**config.mk**
```make
export PLATFORM = sky130hd
export DESIGN_NAME = way_sel_ctrl_flat
export DESIGN_NICKNAME = d
export VERILOG_FILES = /design/src/rtl/way_sel_ctrl_if.sv /design/src/rtl/way_sel_ctrl.sv /design/src/flat_wrapper.sv
export SDC_FILE = /design/constraint.sdc
export NUM_CORES = 1
export LEC_CHECK = 0
export BUFFER_PORTS_ARGS = -buffer_cell sky130_fd_sc_hd__buf_4
export CELL_PAD_IN_SITES_DETAIL_PLACEMENT = 0
export CELL_PAD_IN_SITES_GLOBAL_PLACEMENT = 1
export CORE_AREA = 3 3 155 157
export CTS_BUF_LIST = sky130_fd_sc_hd__clkbuf_8
export DETAILED_ROUTE_END_ITERATION = 10
export DIE_AREA = 0 0 158 160
export PLACE_DENSITY_LB_ADDON = 0.12
export SYNTH_ARGS = -nofsm -noshare
export SYNTH_HDL_FRONTEND = slang
export SYNTH_SLANG_ARGS = --single-unit
```
**constraint.sdc**
```tcl
create_clock -name i_clk -period 7.23 [get_ports i_clk]
set_input_delay 1.446 -clock i_clk [delete_from_list [all_inputs] [get_ports i_clk]]
set_output_delay 1.446 -clock i_clk [all_outputs]
set_load 0.005 [all_outputs]
```
**src/rtl/way_sel_ctrl_if.sv**
```systemverilog
// Lookup / response / fill bundle between a 4-way cache data path and way_sel_ctrl.
// valid_vec exists only when WAY_SEL_INVALID_FIRST_EN is defined.
interface way_sel_ctrl_if #(
  parameter int SET_IDX_W = 6
);
  logic                 req_valid;
  logic                 req_ready;
  logic [SET_IDX_W-1:0] req_set;
  logic [3:0]           hit_vec;
`ifdef WAY_SEL_INVALID_FIRST_EN
  logic [3:0]           valid_vec;
`endif
  logic [3:0]           way_sel;
  logic                 resp_valid;
  logic                 resp_ready;
  logic                 resp_hit;
  logic                 fill_req;
  logic [3:0]           victim_way;
  logic                 fill_done;
  logic                 err_multihit;

  modport master (
`ifdef WAY_SEL_INVALID_FIRST_EN
    output valid_vec,
`endif
    output req_valid, req_set, hit_vec, resp_ready, fill_done,
    input  req_ready, way_sel, resp_valid, resp_hit, fill_req, victim_way, err_multihit
  );

  modport slave (
`ifdef WAY_SEL_INVALID_FIRST_EN
    input  valid_vec,
`endif
    input  req_valid, req_set, hit_vec, resp_ready, fill_done,
    output req_ready, way_sel, resp_valid, resp_hit, fill_req, victim_way, err_multihit
  );
endinterface

```
**src/rtl/way_sel_ctrl.sv**
```systemverilog
// Way-select sequencer for a 4-way set-associative data path with per-set tree PLRU.
// Optional: define WAY_SEL_INVALID_FIRST_EN to prefer invalid ways as miss victims.
module way_sel_ctrl #(
  parameter int NUM_SETS  = 64,
  parameter int SET_IDX_W = 6
) (
  input  logic          i_clk,
  input  logic          i_rst_n,
  way_sel_ctrl_if.slave bus
);

  typedef enum logic [1:0] {IDLE, EVAL, FILL, RESP} state_t;

  state_t               state, state_next;
  logic [SET_IDX_W-1:0] set_q;
  logic [3:0]           hit_q;
`ifdef WAY_SEL_INVALID_FIRST_EN
  logic [3:0]           valid_q;
`endif
  logic [2:0]           plru [NUM_SETS];

  logic [3:0] way_sel_q, way_sel_d;
  logic [3:0] victim_q, victim_d;
  logic       resp_valid_q, resp_valid_d;
  logic       resp_hit_q, resp_hit_d;
  logic       fill_req_q, fill_req_d;
  logic       err_q, err_d;

  logic       capture;
  logic       plru_we;
  logic [3:0] plru_way;
  logic [2:0] plru_cur;
  logic [3:0] hit_low;
  logic       multi_hit;
  logic [3:0] victim_pick;

  // b0 picks the pair, b1/b2 pick within the left/right pair.
  function automatic logic [3:0] plru_victim(input logic [2:0] b);
    if (!b[0]) return b[1] ? 4'b0010 : 4'b0001;
    return b[2] ? 4'b1000 : 4'b0100;
  endfunction

  function automatic logic [2:0] plru_touch(input logic [2:0] b, input logic [3:0] way);
    logic [2:0] r;
    r = b;
    case (way)
      4'b0001: begin r[0] = 1'b1; r[1] = 1'b1; end
      4'b0010: begin r[0] = 1'b1; r[1] = 1'b0; end
      4'b0100: begin r[0] = 1'b0; r[2] = 1'b1; end
      4'b1000: begin r[0] = 1'b0; r[2] = 1'b0; end
      default: r = b;
    endcase
    return r;
  endfunction

  assign plru_cur  = plru[set_q];
  assign hit_low   = hit_q & (~hit_q + 4'd1);
  assign multi_hit = |(hit_q & (hit_q - 4'd1));

`ifdef WAY_SEL_INVALID_FIRST_EN
  // Lowest-index invalid way wins; PLRU only breaks the tie when the set is full.
  always_comb begin
    if (&valid_q) victim_pick = plru_victim(plru_cur);
    else          victim_pick = ~valid_q & (valid_q + 4'd1);
  end
`else
  assign victim_pick = plru_victim(plru_cur);
`endif

  always_ff @(posedge i_clk or negedge i_rst_n) begin
    if (!i_rst_n) begin
      state        <= IDLE;
      set_q        <= '0;
      hit_q        <= '0;
`ifdef WAY_SEL_INVALID_FIRST_EN
      valid_q      <= '0;
`endif
      way_sel_q    <= '0;
      victim_q     <= '0;
      resp_valid_q <= 1'b0;
      resp_hit_q   <= 1'b0;
      fill_req_q   <= 1'b0;
      err_q        <= 1'b0;
      // NOTE: the PLRU array must come out of reset cleared, so it lives in
      // flops with the async reset rather than in an unreset RAM.
      for (int i = 0; i < NUM_SETS; i++) plru[i] <= '0;
    end else begin
      state        <= state_next;
      way_sel_q    <= way_sel_d;
      victim_q     <= victim_d;
      resp_valid_q <= resp_valid_d;
      resp_hit_q   <= resp_hit_d;
      fill_req_q   <= fill_req_d;
      err_q        <= err_d;
      if (capture) begin
        set_q   <= bus.req_set;
        hit_q   <= bus.hit_vec;
`ifdef WAY_SEL_INVALID_FIRST_EN
        valid_q <= bus.valid_vec;
`endif
      end
      if (plru_we) plru[set_q] <= plru_touch(plru_cur, plru_way);
    end
  end

  always_comb begin
    // NOTE: every output of this block gets a default first so no path infers a latch.
    state_next   = state;
    way_sel_d    = way_sel_q;
    victim_d     = victim_q;
    resp_valid_d = resp_valid_q;
    resp_hit_d   = resp_hit_q;
    fill_req_d   = fill_req_q;
    err_d        = 1'b0;
    capture      = 1'b0;
    plru_we      = 1'b0;
    plru_way     = '0;
    case (state)
      IDLE: if (bus.req_valid) begin
        capture    = 1'b1;
        state_next = EVAL;
      end
      EVAL: if (|hit_q) begin
        // Multi-hit is flagged but still served as a hit on the lowest way.
        way_sel_d    = hit_low;
        resp_hit_d   = 1'b1;
        resp_valid_d = 1'b1;
        err_d        = multi_hit;
        plru_we      = 1'b1;
        plru_way     = hit_low;
        state_next   = RESP;
      end else begin
        victim_d   = victim_pick;
        fill_req_d = 1'b1;
        state_next = FILL;
      end
      FILL: if (bus.fill_done) begin
        fill_req_d   = 1'b0;
        way_sel_d    = victim_q;
        resp_hit_d   = 1'b0;
        resp_valid_d = 1'b1;
        plru_we      = 1'b1;
        plru_way     = victim_q;
        state_next   = RESP;
      end
      RESP: if (bus.resp_ready) begin
        resp_valid_d = 1'b0;
        way_sel_d    = '0;
        resp_hit_d   = 1'b0;
        state_next   = IDLE;
      end
      default: state_next = IDLE;
    endcase
  end

  assign bus.req_ready    = (state == IDLE);
  assign bus.way_sel      = way_sel_q;
  assign bus.victim_way   = victim_q;
  assign bus.resp_valid   = resp_valid_q;
  assign bus.resp_hit     = resp_hit_q;
  assign bus.fill_req     = fill_req_q;
  assign bus.err_multihit = err_q;

endmodule

```
**src/flat_wrapper.sv**
```systemverilog
// flat-port wrapper written by rule: the top's interface ports become plain ports
module way_sel_ctrl_flat 
#(
  parameter int NUM_SETS  = 64,
  parameter int SET_IDX_W = 6
)
  (i_clk, i_rst_n, bus_req_valid, bus_req_set, bus_hit_vec, bus_resp_ready, bus_fill_done, bus_req_ready, bus_way_sel, bus_resp_valid, bus_resp_hit, bus_fill_req, bus_victim_way, bus_err_multihit);
  way_sel_ctrl_if #(.SET_IDX_W(SET_IDX_W)) bus_i ();
  input  logic i_clk;
  input  logic i_rst_n;
  input wire logic [$bits(bus_i.req_valid)-1:0] bus_req_valid;
  input wire logic [$bits(bus_i.req_set)-1:0] bus_req_set;
  input wire logic [$bits(bus_i.hit_vec)-1:0] bus_hit_vec;
  input wire logic [$bits(bus_i.resp_ready)-1:0] bus_resp_ready;
  input wire logic [$bits(bus_i.fill_done)-1:0] bus_fill_done;
  output wire logic [$bits(bus_i.req_ready)-1:0] bus_req_ready;
  output wire logic [$bits(bus_i.way_sel)-1:0] bus_way_sel;
  output wire logic [$bits(bus_i.resp_valid)-1:0] bus_resp_valid;
  output wire logic [$bits(bus_i.resp_hit)-1:0] bus_resp_hit;
  output wire logic [$bits(bus_i.fill_req)-1:0] bus_fill_req;
  output wire logic [$bits(bus_i.victim_way)-1:0] bus_victim_way;
  output wire logic [$bits(bus_i.err_multihit)-1:0] bus_err_multihit;
  assign bus_i.req_valid = bus_req_valid;
  assign bus_i.req_set = bus_req_set;
  assign bus_i.hit_vec = bus_hit_vec;
  assign bus_i.resp_ready = bus_resp_ready;
  assign bus_i.fill_done = bus_fill_done;
  assign bus_req_ready = bus_i.req_ready;
  assign bus_way_sel = bus_i.way_sel;
  assign bus_resp_valid = bus_i.resp_valid;
  assign bus_resp_hit = bus_i.resp_hit;
  assign bus_fill_req = bus_i.fill_req;
  assign bus_victim_way = bus_i.victim_way;
  assign bus_err_multihit = bus_i.err_multihit;
  way_sel_ctrl #(.NUM_SETS(NUM_SETS), .SET_IDX_W(SET_IDX_W)) u_core (.i_clk(i_clk), .i_rst_n(i_rst_n), .bus(bus_i));
endmodule
```
==> flow_summary.toml, run 1 <==
[job]
cap_violations = 0

[global_route]
antenna_found_initial = 0
grt_max_degree = 91
overflow = 0
grt_pass1_vias = 8256
grt_pass1_wl_um = 48300
grt_util_all_layers = 0.244

[setup_path]
worst_setup_path_start_kind = "flop"
ff2ff_path_depth = 7
critical_path.cell_chain = "nand2b_1 -> o32ai_1 -> o31ai_1 -> nand4_1 -> o21ai_4 -> buf_4 -> a31oi_1"
crit_family = "compound AO/OA/AOI/OAI gates"
timing.rr.end = "u_core.plru[37]$_DFFE_PN0P_"
cp_max_fo = 50
slowest_delay_ns = 0.77
reg2reg_from = "u_core.set_q[2]$_DFFE_PN0P_"
worstSetupPathType = "reg -> reg"
endpoint_kind = "flop"
crit_buf_inv = 1
rrSetupSlack_ns = 3.02
crit_slowest_cell = "nand2b_1"
crit_required_ns = 7.59
critPathArrivalTime_ns = 4.57

[logic_synthesis]
synth_top_cell_by_area = "dfrtp_1"
synth_top_area_frac = 0.508
ys_types = 61
synth_edf_count = 0
netlist_area_um2 = 10600
yosysMostFrequentCell = "nor2_1"
synth_ff_type = "dfrtp_1"
ys_seq_elements = 216
yosys_warnings = 0
synth_async_sr_flop_share = 1.00
synth_common_cells = "265 x nor2_1, 216 x dfrtp_1, 130 x a31oi_1"
synth_area_leaders = "dfrtp_1 51%, nor2_1 9.4%, a31oi_1 7.7%"
synth.avg_cell_area_um2 = 9.69
synthesis.nets = 1117
ys_seq_area_frac = 0.508
synthCells = 1097

[clock_tree]
clkTransAtPathRegs_ns = 0.06
clock-sinks = 216
cts_resized = 0
root_buffer = "clkbuf_8"
cts-hold-fix-buffers = 0
cts_tree = "built"
clockBufferDepth = 3
cts_buffers = 40
worstSkewPairLatency_ns = 0.53
postCtsSetupRepairBufs = 0
h-tree-depth = 2

[final_layout]
area_growth_pct = 9.62
drive_gt1_frac = 0.154
final_area_um2 = 11700
seq_area_um2 = 5410
multi_input_area_um2 = 4650
layout.nets = 1130
antenna_cells = 0
num-fill-cells = 2160

[die]
io_pins = 28
rows = 55
die_h_um = 160
die_x_um = 158
core_um2 = 22600
dieArea_um2 = 25300
start_util = 0.470

[hold_path]
hold_class = "reg -> reg"
hold_depth = 1
hold_end = "u_core.bus.resp_valid$_DFFE_PN0P_"
hold_start = "u_core.bus.resp_valid$_DFFE_PN0P_"

[place]
pre_cts_slack_ns = 3.04
hpwl_um = 18700
placed_area_um2 = 10900
port_buffers = 27
routabilityCongestion = 0.818

[sta]
whs_ns = 0.507
fin_tns_setup_ns = 0
hold_viol = 0
relSlewSlack = 0.314
fmax_ghz = 0.238
setup_violations = 0
finClkSkew_ns = 0.0120
period_share = 0.582
worst_slack_ns = 3.02
rsz0062_at_grt = "false"
worstMarginPinSlew_ns = 1.02
slew_violations = 0
min_period_ns = 4.21

[pwr]
p_total_mw = 5.58
seqPwrFrac = 0.359
p_int_mw = 3.05
p_switching_mw = 2.52
comb_power_share = 0.436
p_leak_nw = 4.99
swShare = 0.452
p_clk_frac = 0.205
cellPowerDensity_nw_per_um2 = 479
peakVddDrop_mv = 0.498

[detailed_routing]
drc = 0
drt-total-wl_um = 30500
drt-initial-drc-count = 763
vias = 8392
wl_per_cell_um = 21.5
antenna_left = 0
drt-pass1-iter-count = 5
via_per_inst = 5.92

[run_status]
status = "completed"
final cells by class:
cell class	instances	area share
sequential	216	0.464
multi-input combinational	771	0.399
timing repair buffer	39	0.0258
clock buffer	53	0.0626
inverter	42	0.0135
tap	285	0.0306
clock inverter	12	0.00397
metal layers:
metal	wire length [um]	up-vias	global-route usage	part of all wire
met5	0	-	0	0
met1	14500	4084	0.361	0.47
met2	13700	253	0.374	0.45
met3	1660	52	0.0360	0.054
li1	-	4003	-	-
met4	695	0	0.0673	0.023
sequential cells by signal, summed over array words and instances (netlist names):
signal / count
u_core.bus.err_multihit: 1
u_core.bus.fill_req: 1
u_core.bus.resp_hit: 1
u_core.bus.resp_valid: 1
u_core.bus.victim_way: 4
u_core.bus.way_sel: 4
u_core.hit_q: 4
u_core.plru: 192
u_core.set_q: 6
u_core.state: 2
metrics by stage:
stage / std cells / util
after floorplan: 1097 / -
after global placement: 1353 / 0.480
after detailed placement: 1353 / 0.480
after CTS: 1418 / 0.515
after global routing: 1418 / 0.515
final: 1418 / 0.515
worst max-delay path by stage:
stage,end,from,cells past startpoint,slack [ns]
floorplan,u_core.plru[35]$_DFFE_PN0P_,bus_fill_done,7,3.80
global placement,u_core.plru[176]$_DFFE_PN0P_,bus_fill_done,8,3.05
detailed placement,u_core.plru[146]$_DFFE_PN0P_,bus_fill_done,8,3.04
global route,u_core.plru[106]$_DFFE_PN0P_,u_core.set_q[2]$_DFFE_PN0P_,8,2.78
CTS,u_core.plru[177]$_DFFE_PN0P_,u_core.set_q[2]$_DFFE_PN0P_,8,3.05
finish,u_core.plru[37]$_DFFE_PN0P_,u_core.set_q[2]$_DFFE_PN0P_,7,3.02
cell families (layout without fill, tap and decap cells):
logic type,after synthesis,in the layout,share of synthesized area
AND/OR/NAND/NOR,379,379,0.145
AO/OA/AOI/OAI,325,325,0.223
adder cells (fa/ha/maj),5,5,0.00589
XOR/XNOR,1,1,0.000824
buffers and inverters,110,146,0.0558
multiplexers,61,61,0.0610
flip-flops,216,216,0.508
power by group through the flow:
stage,Clock (mW),Combinational (mW),Sequential [mW]
after floorplan,0,1.94,1.84
after global routing,1.23,2.65,2.06
after global placement,0,2.40,2.01
final,1.15,2.43,2.00
after CTS,1.17,2.42,2.00
after detailed placement,0,2.42,2.02
cells in the final DEF (no fill, tap or decap), types with 3 or more instances in the layout:
master    Yosys  layout
a21oi_2      41      41
o21a_1        3       3
clkbuf_8      0      53
nor3_1       13      13
a221o_1       5       5
a21oi_1      35      35
o31ai_2       3       3
mux2i_1      40      40
or2_2         3       3
ha_1          5       5
o22ai_1      19      19
o31ai_1      12      12
nor2b_1       6       6
inv_1        42      53
mux2_2       20      20
o21ai_0       6       6
nand3_1      10      10
nor2_1      265     265
a221oi_1     14      14
nand2_1      63      61
nand2b_1      7       7
a31oi_1     130     130
buf_4         3      38
o32ai_1      32      32
dfrtp_1     216     214
No activity file was read; power rests on OpenSTA's default activity.
==> inputs of run 2 (changes only) <==
--- a/config.mk
+++ b/config.mk
@@ -8,10 +8,10 @@
 export BUFFER_PORTS_ARGS = -buffer_cell sky130_fd_sc_hd__buf_4
 export CELL_PAD_IN_SITES_DETAIL_PLACEMENT = 0
 export CELL_PAD_IN_SITES_GLOBAL_PLACEMENT = 1
-export CORE_AREA = 3 3 155 157
+export CORE_AREA = 3 3 157 159
 export CTS_BUF_LIST = sky130_fd_sc_hd__clkbuf_8
 export DETAILED_ROUTE_END_ITERATION = 10
-export DIE_AREA = 0 0 158 160
+export DIE_AREA = 0 0 160 162
 export PLACE_DENSITY_LB_ADDON = 0.12
 export SYNTH_ARGS = -nofsm -noshare
 export SYNTH_HDL_FRONTEND = slang
==> constraint.sdc (replaced) <==
create_clock -name i_clk -period 3.5 [get_ports i_clk]
set_input_delay 0.7 -clock i_clk [delete_from_list [all_inputs] [get_ports i_clk]]
set_output_delay 0.7 -clock i_clk [all_outputs]
set_load 0.005 [all_outputs]
==> run 2 against run 1 <==
Compared with the run above:
- global-route usage is 0.20 points higher
- critical path depth up 2
- via count increased by 1.6%
- register-to-register slack worse by 2.8 ns
- combinational power increased by 130%
- critical path type unchanged
==> flow_summary.toml, run 2 (synthesis results as in run 1) <==
[final_layout]
largest_register_ffs = 192
drive_gt1_frac = 0.180
antenna_cells = 0
layout_common_cells = "265 x nor2_1, 214 x dfrtp_1, 130 x a31oi_1"
final_area_um2 = 12100
area_growth_pct = 14.0
layout.nets = 1166
layout_commonest_cell = "nor2_1"
largestRegisters = "u_core.plru (192), u_core.set_q (6)"
largest-register = "u_core.plru"

[place]
hpwl_um = 20500
pre_cts_slack_ns = 0.282
routabilityCongestion = 0.819
placed_area_um2 = 11300
port_buffers = 27

[setup_path]
worst_setup_path_start_kind = "flop"
endpoint_kind = "flop"
cp_max_fo = 34
rrSetupSlack_ns = 0.25
slowest_delay_ns = 0.45
critPathArrivalTime_ns = 3.65
timing.rr.end = "u_core.plru[182]$_DFFE_PN0P_"
ff2ff_path_depth = 9
crit_slowest_cell = "a21boi_1"
reg2reg_from = "u_core.state[0]$_DFFE_PN0P_"
critical_path.cell_chain = "inv_1 -> ha_1 -> a32oi_2 -> and4_1 -> a21boi_1 -> nor4_1 -> a2111oi_4 -> buf_12 -> a21oi_1"
crit_required_ns = 3.90
worstSetupPathType = "reg -> reg"

[die]
dieArea_um2 = 25900
rows = 56
start_util = 0.454
core_um2 = 23400
die_x_um = 160
die_h_um = 162
io_pins = 28

[clock_tree]
root_buffer = "clkbuf_8"
cts_buffers = 39
cts_tree = "built"
worstSkewPairLatency_ns = 0.54
clockBufferDepth = 3
cts-hold-fix-buffers = 0
clkTransAtPathRegs_ns = 0.06
cts_resized = 0
clock-sinks = 216
postCtsSetupRepairBufs = 0
h-tree-depth = 2

[sta]
period_share = 0.927
worst_slack_ns = 0.254
finClkSkew_ns = 0.0207
worstMarginPinSlew_ns = 1.04
hold_viol = 0
fin_tns_setup_ns = 0
relSlewSlack = 0.304
setup_violations = 0
min_period_ns = 3.25
rsz0062_at_grt = "false"
fmax_ghz = 0.308
slew_violations = 0

[global_route]
antenna_found_initial = 0
overflow = 0
grt_pass1_vias = 8505
grt_util_all_layers = 0.246
grt_max_degree = 86
grt_pass1_wl_um = 50000

[detailed_routing]
drt-pass1-iter-count = 5
drt-total-wl_um = 31300
wl_per_cell_um = 21.0
antenna_left = 0
drt-initial-drc-count = 614
vias = 8527
drc = 0
via_per_inst = 5.73

[pwr]
cellPowerDensity_nw_per_um2 = 998
peakVddDrop_mv = 0.498
p_leak_nw = 5.23

[hold_path]
hold_class = "in -> async"

[job]
cap_violations = 0

[run_status]
status = "completed"
## run 2: worst max-delay path: cells and delay by family (launching register included)
| family | cells | cell delay, ns |
|---|---|---|
| AOI/OAI and AO/OA | 4 | 1.35 |
| DFF | 1 | 0.41 |
| and+or+nand+nor | 2 | 0.55 |
| buffers and inverters | 2 | 0.41 |
| adders and majority gates | 1 | 0.38 |
## run 2: final cells by class
| cell class | instances | area, um^2 |
|---|---|---|
| clock buffers | 50 | 688 |
| inverters | 42 | 158 |
| flip-flops and latches | 216 | 5410 |
| multi-input cells | 771 | 4650 |
| well taps | 319 | 399 |
| repair buffers | 76 | 728 |
| fillers | 2277 | 11300 |
| clock inverters | 15 | 85.1 |
## run 2: worst max-delay path by stage
| stage | start | to |
|---|---|---|
| 6_report | u_core.state[0]$_DFFE_PN0P_ | u_core.plru[182]$_DFFE_PN0P_ |
| 5_1_grt | u_core.state[0]$_DFFE_PN0P_ | u_core.plru[182]$_DFFE_PN0P_ |
| 4_1_cts | u_core.state[0]$_DFFE_PN0P_ | u_core.plru[182]$_DFFE_PN0P_ |
| 3_5_place_dp | u_core.state[0]$_DFFE_PN0P_ | u_core.plru[182]$_DFFE_PN0P_ |
| 3_3_place_gp | u_core.state[0]$_DFFE_PN0P_ | u_core.plru[146]$_DFFE_PN0P_ |
| 2_1_floorplan | bus_fill_done | u_core.plru[35]$_DFFE_PN0P_ |
## run 2: metal layers
metal / part of all wire / wire length (um) / GRT usage / vias to the layer above
met1: 0.47 / 14600 / 0.351 / 4164
met4: 0.025 / 788 / 0.0809 / 0
li1: - / - / - / 4062
met2: 0.45 / 14100 / 0.383 / 247
met3: 0.058 / 1800 / 0.0416 / 54
met5: 0 / 0 / 0 / -
## run 2: power by group
part           switching [mW]  internal, mW  leakage, nW  total [mW]
Clock                    1.04          1.34        0.445        2.38
Combinational            3.58          2.03         1.90        5.61
Sequential              0.709          3.39         2.89        4.10
Total                    5.34          6.76         5.23        12.1
## run 2: per-stage QoR
stage	cells	power, mW	hold WS (ns)	util
6_report	1489	12.1	0.162	0.518
5_1_grt	1489	12.9	0.201	0.518
4_1_cts	1489	12.2	0.180	0.518
3_5_place_dp	1424	9.74	0.499	0.485
3_3_place_gp	1424	9.69	0.485	0.485
2_1_floorplan	1097	7.81	0.404	-
==> inputs of run 3 (changes only) <==
--- a/config.mk
+++ b/config.mk
@@ -8,10 +8,10 @@
 export BUFFER_PORTS_ARGS = -buffer_cell sky130_fd_sc_hd__buf_4
 export CELL_PAD_IN_SITES_DETAIL_PLACEMENT = 0
 export CELL_PAD_IN_SITES_GLOBAL_PLACEMENT = 1
-export CORE_AREA = 3 3 157 159
-export CTS_BUF_LIST = sky130_fd_sc_hd__clkbuf_8
+export CORE_AREA = 3 3 158 160
 export DETAILED_ROUTE_END_ITERATION = 10
-export DIE_AREA = 0 0 160 162
+export DIE_AREA = 0 0 161 163
+export MAX_ROUTING_LAYER = met4
 export PLACE_DENSITY_LB_ADDON = 0.12
 export SYNTH_ARGS = -nofsm -noshare
 export SYNTH_HDL_FRONTEND = slang
==> run 3 against run 2 <==
Compared with the run above:
- design area is essentially flat
- final cell count down 1.7%
- clock power is 15% higher
- register-to-register slack gained 0.03 ns
- sequential cell count unchanged
- maximum frequency increased by 0.99%
- via count down 0.84%
- combinational power down 2%
- sequential power fell by 1%
- global-route usage increased by 0.56 points
- critical endpoint is now u_core.plru[80]$_DFFE_PN0P_
- largest power group unchanged
==> flow_summary.toml, run 3 (synthesis results as in run 1) <==
[sta]
worstMarginPinSlew_ns = 1.06
hold_viol = 0
period_share = 0.918
finClkSkew_ns = 0.0149
fmax_ghz = 0.311
fin_tns_setup_ns = 0
setup_violations = 0
rsz0062_at_grt = "false"
relSlewSlack = 0.286
min_period_ns = 3.21
slew_violations = 0

[detailed_routing]
wl_per_cell_um = 21.5
drt-pass1-iter-count = 5
drt-total-wl_um = 31500
drt-initial-drc-count = 606
drc = 0
via_per_inst = 5.78
vias = 8455
antenna_left = 0

[final_layout]
instances_no_fill = 1463
drive_gt1_frac = 0.167
largest_register_ffs = 192
antenna_cells = 0
layout.nets = 1145
final_area_um2 = 12100
area_growth_pct = 13.9
largest-register = "u_core.plru"
layout_common_cells = "265 x nor2_1, 214 x dfrtp_1, 130 x a31oi_1"
num-fill-cells = 2228
layout_commonest_cell = "nor2_1"
largestRegisters = "u_core.plru (192), u_core.set_q (6)"

[die]
io_pins = 28
die_x_um = 161
dieArea_um2 = 26200
rows = 56
die_h_um = 163
start_util = 0.452
core_um2 = 23500

[clock_tree]
cts_buffers = 26
root_buffer = "clkbuf_16"
cts_tree = "built"
h-tree-depth = 1
clockBufferDepth = 3
worstSkewPairLatency_ns = 0.54
clkTransAtPathRegs_ns = 0.06
clock-sinks = 216

[global_route]
antenna_found_initial = 0
grt_pass1_wl_um = 50300
grt_pass1_vias = 8345
grt_util_all_layers = 0.251
grt_max_degree = 92
overflow = 0

[place]
routabilityCongestion = 0.856
hpwl_um = 20300
placed_area_um2 = 11200
numPlacedInstances = 1416
port_buffers = 27

[setup_path]
cp_max_fo = 64
worstSetupPathType = "reg -> reg"
endpoint_kind = "flop"
worst_setup_path_start_kind = "flop"
critPathArrivalTime_ns = 3.60
crit_required_ns = 3.89
ff2ff_path_depth = 9

[job]
cap_violations = 0

[pwr]
peakVddDrop_mv = 0.659
p_total_mw = 12.3
p_leak_nw = 5.16
cellPowerDensity_nw_per_um2 = 1010

[run_status]
status = "completed"

[hold_path]
hold_class = "in -> async"
-- run 3: final timing paths --
path	from	to	slack [ns]
max	u_core.state[0]$_DFFE_PN0P_	u_core.plru[80]$_DFFE_PN0P_	0.29
min	i_rst_n	u_core.plru[52]$_DFFE_PN0P_	0.18
max reg2reg	u_core.state[0]$_DFFE_PN0P_	u_core.plru[80]$_DFFE_PN0P_	0.29
min reg2reg	u_core.bus.fill_req$_DFFE_PN0P_	u_core.bus.fill_req$_DFFE_PN0P_	0.50
max in group asynchronous	i_rst_n	u_core.plru[133]$_DFFE_PN0P_	2.50
min in group i_clk	bus_hit_vec[3]	u_core.hit_q[3]$_DFFE_PN0P_	0.41
-- run 3: cell type report --
cell class                 count  area, um^2  share of cell area
clock buffer                  37         732              0.0604
clock inverter                10         139              0.0115
inverter                      42         158              0.0130
multi-input combinational    771        4660               0.384
sequential                   216        5410               0.447
tap                          319         399              0.0330
timing repair buffer          68         618              0.0510
-- run 3: worst max-delay path, stage by stage (launching register included) --
cell and delay [ns]:
dfrtp_1 0.41, inv_1 0.10, ha_1 0.36, a32oi_2 0.33, and4_1 0.37, a21boi_2 0.35, a41oi_2 0.11, a2111oi_4 0.41
buf_12 0.39, a21oi_1 0.13
-- run 3: per-stage QoR --
step / worst slack (ns) / hold WS [ns] / utilization
after floorplan: 0.815 / 0.404 / -
after global placement: 0.156 / 0.493 / 0.477
after detailed placement: 0.178 / 0.488 / 0.477
after CTS: 0.162 / 0.213 / 0.514
after global routing: 0.131 / 0.230 / 0.514
final: 0.286 / 0.176 / 0.514
-- run 3: routing by layer --
| metal | GRT usage | vias up | routed length (um) | share of wire |
|---|---|---|---|---|
| met5 | - | - | 0 | 0 |
| met4 | 0.0536 | 0 | 682 | 0.022 |
| met3 | 0.0295 | 44 | 1560 | 0.050 |
| met2 | 0.394 | 232 | 14400 | 0.46 |
| met1 | 0.355 | 4152 | 14900 | 0.47 |
| li1 | - | 4027 | - | - |
-- run 3: timing repair --
item,4_1_cts,5_1_grt
hold buffers,0,0
buffers inserted,0,0
gates resized for setup,0,1
setup endpoints to repair,0,9
-- run 3: power by group --
group          internal, mW  switching, mW
registers              3.39          0.655
logic                  1.88           3.60
clock network          1.67           1.06
